`config.mk`:
```
export PLATFORM = sky130hd
export DESIGN_NAME = transaction_draw_scheduler_flat
export DESIGN_NICKNAME = d
export VERILOG_FILES = /design/src/rtl/visual_pkg.sv /design/src/rtl/transaction_draw_scheduler_if.sv /design/src/rtl/req_fifo.sv /design/src/rtl/transaction_draw_scheduler.sv /design/src/flat_wrapper.sv
export SDC_FILE = /design/constraint.sdc
export NUM_CORES = 1
export LEC_CHECK = 0
export BUFFER_PORTS_ARGS = -buffer_cell sky130_fd_sc_hd__buf_2
export CORE_ASPECT_RATIO = 1.2
export CORE_MARGIN = 4
export CORE_UTILIZATION = 57
export DETAILED_ROUTE_END_ITERATION = 8
export MAX_ROUTING_LAYER = met4
export PLACE_DENSITY = 0.83
export SETUP_SLACK_MARGIN = 0.3
export SYNTH_ARGS = -nofsm -noshare
export SYNTH_HDL_FRONTEND = slang
export SYNTH_SLANG_ARGS = --single-unit
```
`constraint.sdc`:
```
create_clock -name clk -period 2.2 [get_ports clk]
set_clock_uncertainty 0.05 [all_clocks]
set_input_delay 0.11 -clock clk [delete_from_list [all_inputs] [get_ports clk]]
set_output_delay 0.11 -clock clk [all_outputs]
set_load 0.05 [all_outputs]
```
`src/rtl/visual_pkg.sv`:
```
// Shared constants, request record and sequencer state encoding for the
// transaction drawing chain.
package visual_pkg;

  localparam int SCREEN_W = 320;
  localparam int SCREEN_H = 240;
  localparam logic [2:0] COLOUR_BLACK = 3'b000;

  typedef enum logic [2:0] {
    IDLE,
    LOAD,
    CLEAR,
    DRAW,
    FINISH
  } sched_state_t;

  typedef struct packed {
    logic [2:0] slot;
    logic [2:0] colour;
    logic       erase;
  } draw_req_t;

  // Row origin wraps at 8 bits, matching the drawer's y register width.
  function automatic logic [7:0] slot_origin_y(input int y0, input int pitch,
                                               input logic [2:0] slot);
    int y;
    y = y0 + int'(slot) * pitch;
    return 8'(y);
  endfunction

endpackage

```
`src/rtl/transaction_draw_scheduler_if.sv`:
```
// Request channel into the transaction draw scheduler.
interface transaction_draw_scheduler_if;

  // Handshake: a request transfers on every clock edge where req_valid and
  // req_ready are both high; the master holds slot/colour/erase stable while
  // req_valid is high, and req_ready never depends on req_valid.
  logic       req_valid;
  logic       req_ready;
  logic [2:0] req_slot;
  logic [2:0] req_colour;
  logic       req_erase;

  modport master (output req_valid, req_slot, req_colour, req_erase,
                  input  req_ready);

  modport slave  (input  req_valid, req_slot, req_colour, req_erase,
                  output req_ready);

endinterface

```
`src/rtl/req_fifo.sv`:
```
// Synchronous FIFO with full/empty flags; rd_data shows the head entry.
module req_fifo #(
  parameter int DEPTH = 4,
  parameter int WIDTH = 7
) (
  input  logic             clk,
  input  logic             reset,
  input  logic             wr_en,
  input  logic [WIDTH-1:0] wr_data,
  input  logic             rd_en,
  output logic [WIDTH-1:0] rd_data,
  output logic             full,
  output logic             empty
);

  localparam int AW = $clog2(DEPTH);

  logic [WIDTH-1:0] mem [DEPTH];
  logic [AW:0]      wr_ptr;
  logic [AW:0]      rd_ptr;
  logic             do_wr;
  logic             do_rd;

  // A pop frees the head slot, so a write alongside it is legal even when full.
  assign do_rd = rd_en && !empty;
  assign do_wr = wr_en && (!full || do_rd);

  always_ff @(posedge clk or posedge reset) begin
    if (reset) begin
      wr_ptr <= '0;
      rd_ptr <= '0;
    end else begin
      if (do_wr) wr_ptr <= wr_ptr + (AW+1)'(1);
      if (do_rd) rd_ptr <= rd_ptr + (AW+1)'(1);
    end
  end

  always_ff @(posedge clk) begin
    if (do_wr) mem[wr_ptr[AW-1:0]] <= wr_data;
  end

  assign rd_data = mem[rd_ptr[AW-1:0]];
  assign empty   = (wr_ptr == rd_ptr);
  assign full    = (wr_ptr[AW] != rd_ptr[AW]) && (wr_ptr[AW-1:0] == rd_ptr[AW-1:0]);

endmodule

```
`src/rtl/transaction_draw_scheduler.sv`:
```
// Serialises transaction-draw requests: maps slot to origin, restarts the
// drawer, gates its enable/plot until done, and guards it with a watchdog.
module transaction_draw_scheduler
  import visual_pkg::*;
#(
  parameter int FIFO_DEPTH = 4,
  parameter int X_ORIGIN   = 16,
  parameter int Y_ORIGIN   = 24,
  parameter int ROW_PITCH  = 40,
  parameter int SLOTS      = 5,
  parameter int WATCHDOG   = 4096
) (
  input  logic                             clk,
  input  logic                             reset,
  transaction_draw_scheduler_if.slave      req,
  output logic                             draw_resetn,
  output logic                             draw_enable,
  input  logic                             draw_done,
  output logic [8:0]                       start_x,
  output logic [7:0]                       start_y,
  output logic [2:0]                       colour,
  output logic                             plot,
  output logic                             busy,
  output logic                             job_done,
  output logic                             error,
  output sched_state_t                     dbg_state
);

  localparam int WD_W = $clog2(WATCHDOG);
  localparam logic [WD_W-1:0] WD_LAST = WD_W'(WATCHDOG - 1);

  sched_state_t    state;
  sched_state_t    state_next;
  draw_req_t       head;
  draw_req_t       job;
  logic            fifo_full;
  logic            fifo_empty;
  logic            push;
  logic            pop;
  logic            slot_ok;
  logic            load_bad;
  logic            timeout;
  logic            finish_ok;
  logic [WD_W-1:0] wd_cnt;

  assign req.req_ready = !fifo_full;
  assign push          = req.req_valid && req.req_ready;

  req_fifo #(
    .DEPTH (FIFO_DEPTH),
    .WIDTH ($bits(draw_req_t))
  ) u_req_fifo (
    .clk     (clk),
    .reset   (reset),
    .wr_en   (push),
    .wr_data ({req.req_slot, req.req_colour, req.req_erase}),
    .rd_en   (pop),
    .rd_data (head),
    .full    (fifo_full),
    .empty   (fifo_empty)
  );

  assign slot_ok   = int'(job.slot) < SLOTS;
  assign busy      = (state != IDLE);
  assign dbg_state = state;

  always_ff @(posedge clk or posedge reset) begin
    if (reset) state <= IDLE;
    else       state <= state_next;
  end

  always_comb begin
    state_next = state;
    pop        = 1'b0;
    load_bad   = 1'b0;
    timeout    = 1'b0;
    finish_ok  = 1'b0;
    unique case (state)
      IDLE: begin
        if (!fifo_empty) begin
          pop        = 1'b1;
          state_next = LOAD;
        end
      end
      LOAD: begin
        if (slot_ok) begin
          state_next = CLEAR;
        end else begin
          load_bad   = 1'b1;
          state_next = IDLE;
        end
      end
      CLEAR: state_next = DRAW;
      DRAW: begin
        if (draw_done) begin
          finish_ok  = 1'b1;
          state_next = FINISH;
        end else if (wd_cnt == WD_LAST) begin
          timeout    = 1'b1;
          state_next = FINISH;
        end
      end
      FINISH:  state_next = IDLE;
      default: state_next = IDLE;
    endcase
  end

  // Drawer controls are registered from the next state so they line up with it.
  always_ff @(posedge clk or posedge reset) begin
    if (reset) begin
      job         <= '0;
      wd_cnt      <= '0;
      draw_resetn <= 1'b1;
      draw_enable <= 1'b0;
      plot        <= 1'b0;
      job_done    <= 1'b0;
      error       <= 1'b0;
      start_x     <= 9'(X_ORIGIN);
      start_y     <= 8'(Y_ORIGIN);
      colour      <= COLOUR_BLACK;
    end else begin
      if (pop) job <= head;
      wd_cnt      <= (state == DRAW) ? wd_cnt + WD_W'(1) : '0;
      draw_resetn <= (state_next != CLEAR);
      draw_enable <= (state_next == DRAW);
      plot        <= (state_next == DRAW);
      job_done    <= finish_ok;
      if (load_bad || timeout) error <= 1'b1;
      if (state == LOAD && slot_ok) begin
        start_x <= 9'(X_ORIGIN);
        start_y <= slot_origin_y(Y_ORIGIN, ROW_PITCH, job.slot);
        colour  <= job.erase ? COLOUR_BLACK : job.colour;
      end
    end
  end

endmodule

```
`src/flat_wrapper.sv`:
```
// flat-port wrapper written by rule: the top's interface ports become plain ports
module transaction_draw_scheduler_flat import visual_pkg::*;
#(
  parameter int FIFO_DEPTH = 4,
  parameter int X_ORIGIN   = 16,
  parameter int Y_ORIGIN   = 24,
  parameter int ROW_PITCH  = 40,
  parameter int SLOTS      = 5,
  parameter int WATCHDOG   = 4096
)
  (clk, reset, draw_resetn, draw_enable, draw_done, start_x, start_y, colour, plot, busy, job_done, error, dbg_state, req_req_valid, req_req_slot, req_req_colour, req_req_erase, req_req_ready);
  transaction_draw_scheduler_if req_i ();
  input  logic clk;
  input  logic reset;
  output logic draw_resetn;
  output logic draw_enable;
  input  logic draw_done;
  output logic [8:0] start_x;
  output logic [7:0] start_y;
  output logic [2:0] colour;
  output logic plot;
  output logic busy;
  output logic job_done;
  output logic error;
  output sched_state_t dbg_state;
  input wire logic [$bits(req_i.req_valid)-1:0] req_req_valid;
  input wire logic [$bits(req_i.req_slot)-1:0] req_req_slot;
  input wire logic [$bits(req_i.req_colour)-1:0] req_req_colour;
  input wire logic [$bits(req_i.req_erase)-1:0] req_req_erase;
  output wire logic [$bits(req_i.req_ready)-1:0] req_req_ready;
  assign req_i.req_valid = req_req_valid;
  assign req_i.req_slot = req_req_slot;
  assign req_i.req_colour = req_req_colour;
  assign req_i.req_erase = req_req_erase;
  assign req_req_ready = req_i.req_ready;
  transaction_draw_scheduler #(.FIFO_DEPTH(FIFO_DEPTH), .X_ORIGIN(X_ORIGIN), .Y_ORIGIN(Y_ORIGIN), .ROW_PITCH(ROW_PITCH), .SLOTS(SLOTS), .WATCHDOG(WATCHDOG)) u_core (.clk(clk), .reset(reset), .req(req_i), .draw_resetn(draw_resetn), .draw_enable(draw_enable), .draw_done(draw_done), .start_x(start_x), .start_y(start_y), .colour(colour), .plot(plot), .busy(busy), .job_done(job_done), .error(error), .dbg_state(dbg_state));
endmodule
```
# Word-level counts from Yosys, hierarchy flattened

Memories as Yosys holds them, arrays and structs flattened. A register that Yosys moved wholly into a read port is not among the register bits.
Index checks and enable logic that the tools add are counted.

Eq/ne operators: 9
Div/mod/pow operators: 0
$mul: 1
Add/subtract/negate cells: 4
Reductions and logical operators: 11
Bitwise gates (word level): 0
Mux-type cells: 18
Shift operators: 0
$lt $le $gt $ge: 1

Operators by type and width:

| cell                    | count |
|---|---|
| $add A12 B1 Y12 const B | 1 |
| $eq A12 B12 Y1 const B  | 1 |
| $mux W12                | 1 |
| $mux W3                 | 4 |
| $pmux W3 S4             | 1 |
| $mux W1                 | 11 |
| $eq A3 B2 Y1 const B    | 3 |
| $add A6 B8 Y8 const A   | 1 |
| $add A3 B1 Y3 const B   | 2 |
| $logic_and A1 B1 Y1     | 5 |
| $mul A3 B3 Y5 const B   | 1 |
| $eq A3 B1 Y1 const B    | 1 |
| $eq A3 B3 Y1            | 1 |
| $logic_not A3 Y1        | 1 |
| $lt A3 B3 Y1 const B    | 1 |
| $ne A3 B2 Y1 const B    | 1 |
| $reduce_bool A3 Y1      | 1 |
| $eq A2 B2 Y1            | 1 |
| $logic_not A1 Y1        | 2 |
| $logic_or A1 B1 Y1      | 2 |
| $mux W2                 | 1 |
| $ne A1 B1 Y1            | 1 |

Memory bits (read-only): 0
Bits in writable memories: 28
Bits of input ports: 11
Latch bits: 0
Output and inout bits: 30
Word-level logic and storage cells: 55
Memories kept: 1
Register bits: 36

Memory list:

| memory                | words | width | read ports | clocked after memory_dff | write ports | RTL line       | source |
|---|---|---|---|---|---|---|---|
| u_core.u_req_fifo.mem | 4     | 7     | 1          | 1                        | 1           | req_fifo.sv:18 | `logic [WIDTH-1:0] mem [DEPTH];` |

# Depth between registers and ports, before layout

Depth in word-level cells: 8
Gate-level depth with buffers: 5
Depth with buffers taken out: 5

# Cells and area by module

A second synthesis with hierarchy kept.

Cells, all modules: 219
Area, all modules: 3158.0 um2

By module, submodules not included:

| module                     | sequential area each (um2) | instances | cells each | area an instance (um2) |
|---|---|---|---|---|
| transaction_draw_scheduler | 854.6                      | 1         | 146        | 1652.8 |
| req_fifo                   | 991.0                      | 1         | 73         | 1505.2 |

# Worst setup path before layout

Ideal clock, no wire load.

Kind: reg2reg
Start: register u_core.state[1], in the netlist u_core.dbg_state[1]
End: register, netlist name u_core.job[0]
Period minus slack after synthesis: 1983 ps
Path slack: 217 ps
Arrival: 1809 ps
Cell stages (with the launch flop): 4
Buffers on the path: 0
Required time: 2025 ps
Library setup time: 125 ps
Cells stage by stage: dfrtp_1 > or3_4 > a31oi_4 > mux2_2

Word-level cells in the longest chain between the ends: 2

Ends and longest elaborated chain:

| element                | RTL line                         | source |
|---|---|---|
| start, declared        | transaction_draw_scheduler.sv:32 | `sched_state_t state;` |
| start signal, assigned | transaction_draw_scheduler.sv:69 | `else state <= state_next;` |
| $logic_not A3 Y1       | transaction_draw_scheduler.sv:78 | `unique case (state)` |
| $mux W1                | transaction_draw_scheduler.sv:78 |  |

Every way passes these cells.
A chain may end at the register's enable or synchronous reset.

# Final worst setup path

Start: register u_core.u_req_fifo.rd_ptr[1]
End: memory u_core.u_req_fifo.mem[2][6] (enable)

Word-level cells in the longest chain between the ends: 8
Elaborated cells on any way between the ends: 13
Classes of those cells: eq/ne: 2; mux: 4; reduce/logical: 7

Ends and longest elaborated chain:

| element                           | RTL line                         | source |
|---|---|---|
| start, declared                   | req_fifo.sv:20                   | `logic [AW:0] rd_ptr;` |
| start signal, assigned            | req_fifo.sv:34                   | `if (do_rd) rd_ptr <= rd_ptr + (AW+1)'(1);` |
| $eq A3 B3 Y1                      | req_fifo.sv:43                   | `assign empty = (wr_ptr == rd_ptr);` |
| $mux W1                           | transaction_draw_scheduler.sv:80 | `if (!fifo_empty) begin` |
| $mux W1                           | transaction_draw_scheduler.sv:78 |  |
| $logic_and A1 B1 Y1               | req_fifo.sv:25                   | `assign do_rd = rd_en && !empty;` |
| $logic_or A1 B1 Y1                | req_fifo.sv:26                   | `assign do_wr = wr_en && (!full \|\| do_rd);` |
| $logic_and A1 B1 Y1 (*)           | req_fifo.sv:26                   |  |
| $mux W1 (*)                       | req_fifo.sv:39                   | `if (do_wr) mem[wr_ptr[AW-1:0]] <= wr_data;` |
| $mux W1 (not written as such) (*) | req_fifo.sv:39                   |  |
| end, declared                     | req_fifo.sv:18                   |  |

Mark *: on every way between the ends. The rest lies on a longest branch, timed or not.

==> summary.txt <==
Synth
  – Synth area leader: dfrtp_1
  – Ys async rst share: around three fifths
  – Seq/Total Area, Yosys: 60.6%
  – Syn Area/Cell: around 14 sq um
  – Synth area leaders: dfrtp_1 (30%), edfxtp_1 (28%), mux2_2 (5.9%), mux4_2 (5.2%), ha_1 (3.7%)
  – Number of flops mapped to enable cells by yosys: 28
  – Synth top cells by count: dfrtp_1 (37), edfxtp_1 (28), mux2_2 (16)
  – Synth Instances: around 210
  – FF+latch count, synth: 68
  – Post-synth cell types: 40
  – Post-Syn Area: a little over 3000 sq um
  – Post-synth top area share: 30.4%
  – Most used flip-flop cell after synthesis: dfrtp_1
  – Synthesis warning total: 0
  – Most frequent cell after synthesis: dfrtp_1

Setup path
  – Critical Path AT: ~1.7 ns
  – Critical path type: reg2reg
  – Setup crit start: u_core.u_req_fifo.rd_ptr[1]$_DFFE_PP0P_
  – Worst setup EP type: flip-flop
  – Reg-to-Reg Start: u_core.u_req_fifo.rd_ptr[1]$_DFFE_PP0P_
  – CP startpoint kind: flip-flop
  – Maximum net fanout on the critical path: 10
  – Critical Path RT: ~2.2 ns

Clock network
  – Root Driver: clkbuf_8
  – Num CTS Buffers: 9
  – Post-CTS setup buffers: 0
  – Longest Clk Path Bufs: 2
  – Clock latency at the later pin of the worst-skew pair: 0.34 ns
  – Reg clk slew, reported paths: 0.07 ns
  – Htree depth: 3
  – Clock sink count: between 60 and 70
  – CTS tree: yes

Flow run
  – Maxcap violations: 0

Die
  – Core Box Area: ~5000 sq um
  – Io pins: 41
  – Die area: approximately 6600 sq um
  – Die height: approximately 88 um
  – Die width: 74.7 um
  – Row count: 28
  – Initial Util: about 60%

Placement
  – GPL Wtd Cong: 0.769
  – Port buffer count: 28
  – Number of cells after detailed placement: around 300
  – DP HPWL: around 3.4 mm

Detailed routing
  – WL/cell: roughly 15 um
  – DRC: 0
  – DR vias: 1760
  – Vias per cell: roughly 5.4
  – DR iter-0 viols: 110
  – Post-route ant nets: 0
  – First-pass DRT Iterations: 4
  – Post-Route WL: between 4 and 5 mm

Global route
  – Vias in the first global route: 1763
  – Largest net degree at the start of global routing: slightly above 40
  – Total congestion overflow after global routing: 0
  – First-pass GRT wire length: between 8 and 9 mm
  – GRT Resource Usage Total: around 18%
  – Initial antenna violation count: 0

STA
  – Max-slew violations: 0
  – Period Utilization, post-route: around four fifths
  – RSZ-0062 raised after global routing: false
  – Final hold viol count: 0
  – Final setup fails: 0
  – FMAX: between 500 and 600 MHz
  – Setup TNS: 0 ns
  – Crit path time final: between 1.5 and 2 ns

Power
  – Net Sw Frac: 40.0%
  – Power Density: roughly 1500 nW/um^2
  – Seq pwr share: a little under 40%
  – Internal power: approximately 0.0032 W
  – Static leakage: between 1 and 1.5 nW
  – P_sw: 0.00210 W
  – Gate power share: a little over two fifths
  – Power share of the clock group: 19.3%
  – Max VDD drop: a little under 0.0008 V

Final layout
  – Final net count: roughly 280
  – Share of cells above drive strength 1: about a third
  – Antenna cell count: 0
  – Finished Layout Cells: roughly 320
  – Syn-to-layout area delta: 14.9%

Hold path
  – Hold crit path type: in2reg
  – Hold wc startpoint: req_req_valid

Run status
  – Outcome: finished clean
[final timing paths]
path,endpoint,slack (ns),cells past startpoint
max in group asynchronous,u_core.dbg_state[1]$_DFF_PP0_,1.36,4
setup / recovery,u_core.u_req_fifo.mem[2][6]$_DFFE_PP_,0.44,3
hold / removal,u_core.u_req_fifo.wr_ptr[0]$_DFFE_PP0P_,0.16,4
setup reg to reg,u_core.u_req_fifo.mem[2][6]$_DFFE_PP_,0.44,3
hold reg to reg,u_core.start_y[4]$_DFFE_PP1P_,0.42,2
min in group asynchronous,u_core.wd_cnt[5]$_DFF_PP0_,0.37,4
[routing by layer]
layer	track usage (%)	wire, um	up-vias
met1	23.1	2150	856
met2	26.5	2350	47
met4	8.74	93	0
li1	-	-	848
met5	-	0	-
met3	4.82	261	9
[critical path, stage by stage (launching register included)]
cell	delay, ns
dfrtp_2	0.50
xnor2_2	0.22
a31oi_2	0.36
and2_2	0.32
[power groups by stage]
| stage | registers [W] | clock network, W | logic [W] |
|---|---|---|---|
| after floorplan | 0.00237 | 0 | 0.00148 |
| after global placement | 0.00203 | 0 | 0.00216 |
| after detailed placement | 0.00205 | 0 | 0.00221 |
| after CTS | 0.00202 | 0.00104 | 0.00223 |
| after global routing | 0.00207 | 0.00111 | 0.00240 |
| final | 0.00202 | 0.00102 | 0.00222 |
[cells in the final DEF (no fill, tap or decap), drive strengths merged, types with 2 or more instances in the layout]
master,count
a21oi,6
o31ai,3
o21a,3
a31oi,3
inv,14
o21ai,6
ha,9
and2,5
dfrtp,37
edfxtp,28
nor2,7
mux4,7
clkinvlp,2
dlygate4sd3,9
or4,3
nand4,2
nor2b,4
nand2,7
or3,4
xor2,6
nor4,2
xnor2,9
nand3,6
clkinv,2
conb,12
buf,31
clkbuf,9
mux2,16
dfstp,3
[registers in the layout (all words and copies together) (netlist names)]
name,cells
u_core.error,1
u_core.colour,3
u_core.draw_enable,1
u_core.dbg_state,3
u_core.wd_cnt,12
u_core.job_done,1
u_core.job,7
u_core.start_y,5
u_core.draw_resetn,1
u_core.u_req_fifo.rd_ptr,3
u_core.u_req_fifo.mem,28
u_core.u_req_fifo.wr_ptr,3
[kinds of logic (layout without fill, tap and decap cells)]
group / count (synthesis) / count (layout) / synth area share, %
flip-flops: 68 / 68 / 60.6
multiplexers: 24 / 24 / 11.4
XOR/XNOR: 15 / 15 / 4.80
AND/OR/NAND/NOR: 44 / 44 / 8.21
buffers and inverters: 28 / 68 / 5.42
AO/OA/AOI/OAI: 24 / 24 / 5.63
adder cells (fa/ha/maj): 9 / 9 / 3.70
other: 2 / 12 / 0.246
[final cells by class]
| type | instances | area [sq um] |
|---|---|---|
| Clock buffer | 9 | 124 |
| Fill cell | 358 | 1550 |
| Inverter | 12 | 45.0 |
| Tap cell | 60 | 75.1 |
| Clock inverter | 7 | 75.1 |
| Multi-Input combinational cell | 128 | 1080 |
| Timing Repair Buffer | 40 | 253 |
| Sequential cell | 68 | 1850 |
[metrics by stage]
step / power (W) / hold WS [ns] / cell area, sq um / util [%] / setup WS [ns]
6_report: 0.00526 / 0.156 / 3500 / 69.4 / 0.443
5_1_grt: 0.00559 / 0.168 / 3500 / 69.4 / 0.353
4_1_cts: 0.00530 / 0.125 / 3500 / 69.3 / 0.322
3_5_place_dp: 0.00426 / 0.209 / 3210 / 63.5 / 0.300
3_3_place_gp: 0.00418 / 0.198 / 3210 / 63.5 / 0.398
2_1_floorplan: 0.00385 / 0.159 / 3090 / - / 0.314
[what timing repair did]
item	in CTS	in global routing
hold buffers	9	0
hold endpoints to repair	67	0
resized for setup	1	3
endpoints found under the setup margin	7	21
Note: power is estimated with default switching activity, not from simulation.
